`config.mk`:
```
export PLATFORM = sky130hd
export DESIGN_NAME = earom_nvram_port
export DESIGN_NICKNAME = d
export VERILOG_FILES = /design/src/rtl/nvram_pkg.sv /design/src/rtl/nvram_sp.sv /design/src/rtl/earom_nvram_port.sv
export SDC_FILE = /design/constraint.sdc
export NUM_CORES = 1
export LEC_CHECK = 0
export CAP_MARGIN = 20
export CORE_ASPECT_RATIO = 0.9
export CORE_MARGIN = 4
export CORE_UTILIZATION = 65
export DETAILED_ROUTE_END_ITERATION = 10
export MAX_ROUTING_LAYER = met4
export PLACE_DENSITY = 0.9
export SLEW_MARGIN = 20
export SYNTH_ARGS = -nofsm -noshare
export SYNTH_HDL_FRONTEND = slang
export SYNTH_HIERARCHICAL = 1
export SYNTH_SLANG_ARGS = --single-unit
```
`constraint.sdc`:
```
create_clock -name clk_12 -period 9.55 [get_ports clk_12]
set_clock_uncertainty 0.15 [all_clocks]
set_input_delay 1.91 -clock clk_12 [delete_from_list [all_inputs] [get_ports clk_12]]
set_output_delay 1.91 -clock clk_12 [all_outputs]
set_load 0.1 [all_outputs]
```
`src/rtl/nvram_pkg.sv`:
```
// Shared constants and state encoding for the EAROM NVRAM port.
// Imported by the shadow RAM and the HPS-facing responder.
package nvram_pkg;

    localparam int NV_ADDR_W = 6;
    localparam int NV_DEPTH = 2 ** NV_ADDR_W;
    localparam logic [7:0] NV_INDEX_DFLT = 8'd4;
    localparam logic [7:0] OOR_DATA = 8'hFF;

    typedef enum logic [1:0] {
        IDLE,
        PEND_RD,
        RESP,
        PEND_WR
    } nv_state_e;

endpackage

```
`src/rtl/nvram_sp.sv`:
```
// Single-port byte RAM with registered read; contents survive reset.
// Shadows the game's EAROM so HPS can save and restore it.
module nvram_sp
    import nvram_pkg::*;
#(
    parameter int ADDR_W = NV_ADDR_W
) (
    input  logic              clk,
    input  logic              we,
    input  logic              re,
    input  logic [ADDR_W-1:0] addr,
    input  logic [7:0]        wdata,
    output logic [7:0]        rdata
);

    logic [7:0] mem [2**ADDR_W];
    logic [7:0] rdata_q;

    always_ff @(posedge clk) begin
        if (we) begin
            mem[addr] <= wdata;
        end
        if (re) begin
            rdata_q <= mem[addr];
        end
    end

    assign rdata = rdata_q;

endmodule

```
`src/rtl/earom_nvram_port.sv`:
```
// HPS NVRAM upload/download responder sharing the EAROM shadow RAM
// with the game CPU; the CPU always owns the RAM when it accesses it.
module earom_nvram_port
    import nvram_pkg::*;
#(
    parameter int         ADDR_W   = NV_ADDR_W,
    parameter logic [7:0] NV_INDEX = NV_INDEX_DFLT
) (
    input  logic              clk_12,
    input  logic              reset,
    input  logic              ioctl_upload,
    input  logic              ioctl_download,
    input  logic [7:0]        ioctl_index,
    input  logic [24:0]       ioctl_addr,
    input  logic              ioctl_rd,
    input  logic              ioctl_wr,
    input  logic [7:0]        ioctl_dout,
    output logic [7:0]        ioctl_din,
    output logic              ioctl_wait,
    input  logic [ADDR_W-1:0] cpu_addr,
    input  logic [7:0]        cpu_din,
    input  logic              cpu_we,
    input  logic              cpu_re,
    output logic [7:0]        cpu_dout,
    output logic              nv_dirty,
    output logic              nv_loaded
);

    nv_state_e state_q, state_d;
    logic [ADDR_W-1:0] addr_q, addr_d;
    logic [7:0] data_q, data_d;
    logic oor_q, oor_d;
    logic wait_q, wait_d;
    logic [7:0] din_q, din_d;
    logic cpu_rd_q, cpu_rd_d;
    logic [7:0] cpu_hold_q, cpu_hold_d;
    logic dirty_q, dirty_d;
    logic loaded_q, loaded_d;
    logic up_prev_q, up_prev_d;
    logic dn_prev_q, dn_prev_d;
    logic last_q, last_d;
    logic sess_we_q, sess_we_d;

    logic sel, rd_req, wr_req, oor, cpu_acc;
    logic up_rise, up_fall, dn_fall;
    logic ram_we, ram_re;
    logic [ADDR_W-1:0] ram_addr;
    logic [7:0] ram_wdata, ram_q;

    assign sel = (ioctl_index == NV_INDEX);
    assign rd_req = ioctl_rd & ioctl_upload & sel;
    assign wr_req = ioctl_wr & ioctl_download & sel;
    assign oor = (ioctl_addr[24:ADDR_W] != '0);
    assign cpu_acc = cpu_we | cpu_re;
    assign up_rise = ioctl_upload & ~up_prev_q;
    assign up_fall = up_prev_q & ~ioctl_upload & sel;
    assign dn_fall = dn_prev_q & ~ioctl_download & sel;

    always_comb begin
        state_d = state_q;
        addr_d = addr_q;
        data_d = data_q;
        oor_d = oor_q;
        wait_d = wait_q;
        din_d = din_q;
        dirty_d = dirty_q;
        loaded_d = loaded_q;
        last_d = last_q;
        sess_we_d = sess_we_q;
        up_prev_d = ioctl_upload;
        dn_prev_d = ioctl_download;
        cpu_rd_d = cpu_re & ~cpu_we;
        cpu_hold_d = cpu_rd_q ? ram_q : cpu_hold_q;
        ram_addr = cpu_addr;
        ram_wdata = cpu_din;
        ram_we = cpu_we;
        ram_re = cpu_re & ~cpu_we;

        unique case (state_q)
            IDLE: begin
                if (rd_req) begin
                    addr_d = ioctl_addr[ADDR_W-1:0];
                    oor_d = oor;
                    wait_d = 1'b1;
                    state_d = PEND_RD;
                end else if (wr_req) begin
                    addr_d = ioctl_addr[ADDR_W-1:0];
                    data_d = ioctl_dout;
                    oor_d = oor;
                    wait_d = 1'b1;
                    state_d = PEND_WR;
                end
            end
            PEND_RD: begin
                if (!cpu_acc) begin
                    ram_addr = addr_q;
                    ram_re = ~oor_q;
                    state_d = RESP;
                end
            end
            RESP: begin
                din_d = oor_q ? OOR_DATA : ram_q;
                wait_d = 1'b0;
                state_d = IDLE;
                if (!oor_q && addr_q == '1) begin
                    last_d = 1'b1;
                end
            end
            PEND_WR: begin
                if (!cpu_acc) begin
                    ram_addr = addr_q;
                    ram_wdata = data_q;
                    ram_we = ~oor_q;
                    wait_d = 1'b0;
                    state_d = IDLE;
                end
            end
            default: state_d = IDLE;
        endcase

        // A clean upload needs the whole image read with no CPU edits.
        if (up_rise) begin
            last_d = 1'b0;
            sess_we_d = 1'b0;
        end
        if (cpu_we) begin
            sess_we_d = 1'b1;
        end
        if (up_fall && last_q && !sess_we_q && !cpu_we) begin
            dirty_d = 1'b0;
        end
        if (dn_fall) begin
            loaded_d = 1'b1;
            if (!cpu_we) begin
                dirty_d = 1'b0;
            end
        end
        if (cpu_we) begin
            dirty_d = 1'b1;
        end
    end

    always_ff @(posedge clk_12) begin
        if (reset) begin
            state_q <= IDLE;
            addr_q <= '0;
            data_q <= '0;
            oor_q <= 1'b0;
            wait_q <= 1'b0;
            din_q <= '0;
            cpu_rd_q <= 1'b0;
            cpu_hold_q <= '0;
            dirty_q <= 1'b0;
            loaded_q <= 1'b0;
            up_prev_q <= 1'b0;
            dn_prev_q <= 1'b0;
            last_q <= 1'b0;
            sess_we_q <= 1'b0;
        end else begin
            state_q <= state_d;
            addr_q <= addr_d;
            data_q <= data_d;
            oor_q <= oor_d;
            wait_q <= wait_d;
            din_q <= din_d;
            cpu_rd_q <= cpu_rd_d;
            cpu_hold_q <= cpu_hold_d;
            dirty_q <= dirty_d;
            loaded_q <= loaded_d;
            up_prev_q <= up_prev_d;
            dn_prev_q <= dn_prev_d;
            last_q <= last_d;
            sess_we_q <= sess_we_d;
        end
    end

    nvram_sp #(
        .ADDR_W(ADDR_W)
    ) u_ram (
        .clk  (clk_12),
        .we   (ram_we),
        .re   (ram_re),
        .addr (ram_addr),
        .wdata(ram_wdata),
        .rdata(ram_q)
    );

    assign ioctl_din = din_q;
    assign ioctl_wait = wait_q;
    assign cpu_dout = cpu_rd_q ? ram_q : cpu_hold_q;
    assign nv_dirty = dirty_q;
    assign nv_loaded = loaded_q;

endmodule
```
==> summary.md <==
| Metric | Value |
|---|---|
| Resize count post-CTS | 0 |
| Number of global-route vias before repair | 13576 |
| P_leak | roughly 8.2 nW |
| Crit-path max cell delay | ~840 ps |
| First-pass GRT wire length | slightly below 90000 µm |
| DR WL/cell | 30.4 µm |
| Synth unique cells | a little over 60 |
| Longest Clk Path Bufs | 3 |
| Syn_nets | 1420 |
| Most used DFF post-synth | edfxtp_1 |
| Slowest cell on crit path | buf_4 |
| Clock share of power | 0.416 |
| P&R area growth vs syn | 13.0% |
| Tot Pwr | a little over 0.005 W |
| CTS tree | built |
| Switching power | between 0.001 and 0.0015 W |
| Cts hold-fix bufs | 0 |
| Clk Latency, worst-skew pair | slightly below 600 ps |
| IO buf count | slightly above 80 |
| Hold Crit Class | register to register |
| Num Clock Sinks | between 500 and 600 |
| Worst EP arrival | about 6700 ps |
| Slew @ Worst Pin | ~1200 ps |
| Post-synth top cells | 520 x edfxtp_1, 121 x nor2_1, 77 x mux2i_1 |
| Io pins | 82 |
| Final setup violation count | 0 |
| Largest net degree at the start of global routing | between 90 and 100 |
| Yosys warns | 6 |
| Initial Util | 0.659 |
| Gr usage total | 0.322 |
| FF-to-FF End | u_ram/rdata[4] |
| H-tree Lvls | 2 |
| Die Wd | 204 µm |
| Cell Area, Synth | 22400 µm² |
| Fin. max-slew vios | 0 |
| Setup Crit Path Kind | input port to register |
| Hold Path Stages | 2 |
| DR top layer | met4 |
| Clk slew on worst S/H paths | 60 ps |
| Crit Path Max Fanout | 67 |
| #FFs+latches synth | ~560 |
| Full die area | 37500 µm² |
| Clock period minus worst slack | around 6600 ps |
| Pre-Repair DR Iteration Count | 7 |
| Cell with the most instances after synthesis | edfxtp_1 |
| Number of synthesized flops with an enable pin | 520 |
| FP Rows | 64 |
| Synth area leader | edfxtp_1 |
| Most area-consuming cells after synthesis | edfxtp_1 70%, mux4_2 4.1%, dfxtp_1 3.7% |
| Total CTS buffers | 52 |
| Max IR drop VDD | approximately 0.16 mV |
| Synth top area share | 0.698 |
| Syn_area_per_cell | 16.5 µm² |
| FFs w/ async S/R, synth | 0 |
| Switch share | 0.211 |
| Peak Freq | 0.152 GHz |
| Post-CTS Setup Bufs | 0 |
| Crit. End Element | register |
| DR vias/cell | 7.19 |
| Final HPWL DP | ~34000 µm |
| DRT iter0 DRCs | around 2600 |
| PwrDens | between 200 and 250 nW/µm² |
| Outcome | completed |
| Rel. slew slack | 0.201 |
| Share of cells above drive strength 1 | 0.124 |
| Flop pwr share | 0.523 |
| WL final | between 50000 and 60000 µm |
| Post-route ant nets | 0 |
| Number of instances in the placed design | between 1500 and 2000 |
| Internal Power | 0.00409 W |
| Clock root buffer | clkbuf_16 |
| Crit path launch type | input port |
| Worst r2r path cells | 8 |
| Critical Path RT | 9690 ps |
| DRC viols | 0 |
| Vias after detailed routing | about 14000 |
| Met2 wire len | 26600 µm |
| Worst min-delay path endpoint | ioctl_wait |
| Seq/Total Area, Yosys | 0.735 |
| Reg2reg setup slack | ~4600 ps |
| Detail Route met3 WL | 8850 µm |
| RD Place Congestion | 0.944 |
| Crit-path most repeated cell | nor2_1 |
| RR Startpoint | state_q[0] |
| Hold path start | ioctl_wait |
| Final period utilization | 0.690 |
| GRT Residual Overflow | 0 |
| Nets@finish | around 1500 |
| RSZ-0062 raised after global routing | false |
| Core box area | approximately 34000 µm² |
| MaxCap Viol Count | 0 |
| Die span in y | roughly 180 µm |
| Comb power frac | 0.060 |
| Mapped Cells | around 1400 |
| CP cell instances | clkdlybuf4s50_1 -> nor2_1 -> and2_1 -> mux2_4 -> buf_4 -> nor2_1 -> a221oi_1 -> o32ai_1 -> nor4_1 -> nand4_1 |
| Final Hold Viols | 0 |
| Finished Layout Cells | 1925 |
| Setup_tns | 0 ps |
| Post-Route M1 WL | 20000 µm |
| Initial antenna violation count | 2 |
kinds of logic (layout without fill, tap and decap cells):
kind of cell	Yosys count	after routing	share of synthesized area
mux	152	152	0.0928
other cells	0	2	0
compound gates	242	242	0.0804
buf+inv	96	200	0.0206
simple gates	306	306	0.0716
flops	561	561	0.735
power by group through the flow:
stage | registers, W | logic, W | clock network [W]
2_1_floorplan | 0.00276 | 0.000182 | 0
3_3_place_gp | 0.00276 | 0.000288 | 0
3_5_place_dp | 0.00276 | 0.000298 | 0
4_1_cts | 0.00271 | 0.000303 | 0.00217
5_1_grt | 0.00271 | 0.000323 | 0.00228
6_report | 0.00271 | 0.000313 | 0.00216
routing by layer:
metal	up-vias	track usage
li1	5548	-
met1	6730	0.429
met2	1325	0.480
met3	247	0.0870
met4	0	0.137
met5	-	-
worst max path at each step:
stage                     slack [ps]    from  cells after the start               end
final                           2960  cpu_we                     10    u_ram/rdata[4]
after global routing            2730  cpu_we                      9  u_ram/mem[46][7]
after CTS                       3170  cpu_we                     10    u_ram/rdata[4]
after floorplan                 4630  cpu_we                     11  u_ram/mem[13][0]
after detailed placement        2600  cpu_we                     10    u_ram/rdata[4]
after global placement          2680  cpu_we                     10    u_ram/rdata[4]
registers in the layout (all words and copies together) (netlist names), 2 cells and up:
register and flops:
addr_q 6, state_q 2, u_ram/rdata 8, data_q 8, cpu_hold_q 8, ioctl_din 8
u_ram/mem 512
cells in the final DEF (no fill, tap or decap), types with 22 or more instances in the layout:
cell type | netlist | routed
clkbuf_16 | 0 | 53
clkdlybuf4s50_1 | 0 | 81
mux2_2 | 27 | 24
mux4_2 | 41 | 41
mux2i_1 | 77 | 77
nor2_1 | 121 | 120
o22ai_1 | 22 | 22
nand2b_1 | 24 | 24
dfxtp_1 | 41 | 41
a22oi_1 | 40 | 40
edfxtp_1 | 520 | 520
a21oi_1 | 32 | 32
nand2_1 | 50 | 50
per-stage QoR:
step / hold slack [ps] / util / instance area (µm²) / setup WS (ps)
final: 302 / 0.744 / 25300 / 2960
after CTS: 306 / 0.744 / 25300 / 3170
after global routing: 324 / 0.744 / 25300 / 2730
after floorplan: 308 / - / 22400 / 4630
after global placement: 291 / 0.692 / 23500 / 2680
after detailed placement: 298 / 0.692 / 23500 / 2600
worst max-delay path: cells and delay by family:
kind	cells	cell delay, ps
compound gates	2	750
simple gates	5	1920
buf+inv	2	1360
mux	1	730
final cells by class:
| type | count | area, µm² |
|---|---|---|
| Sequential cell | 561 | 16400 |
| Fill cell | 1918 | 8680 |
| Multi-Input combinational cell | 700 | 5510 |
| Clock buffer | 61 | 1360 |
| Timing Repair Buffer | 100 | 953 |
| Tap cell | 462 | 578 |
| Clock inverter | 35 | 424 |
| Inverter | 4 | 15.0 |
| Antenna cell | 2 | 5.00 |
(Power assumes the default switching activity.)
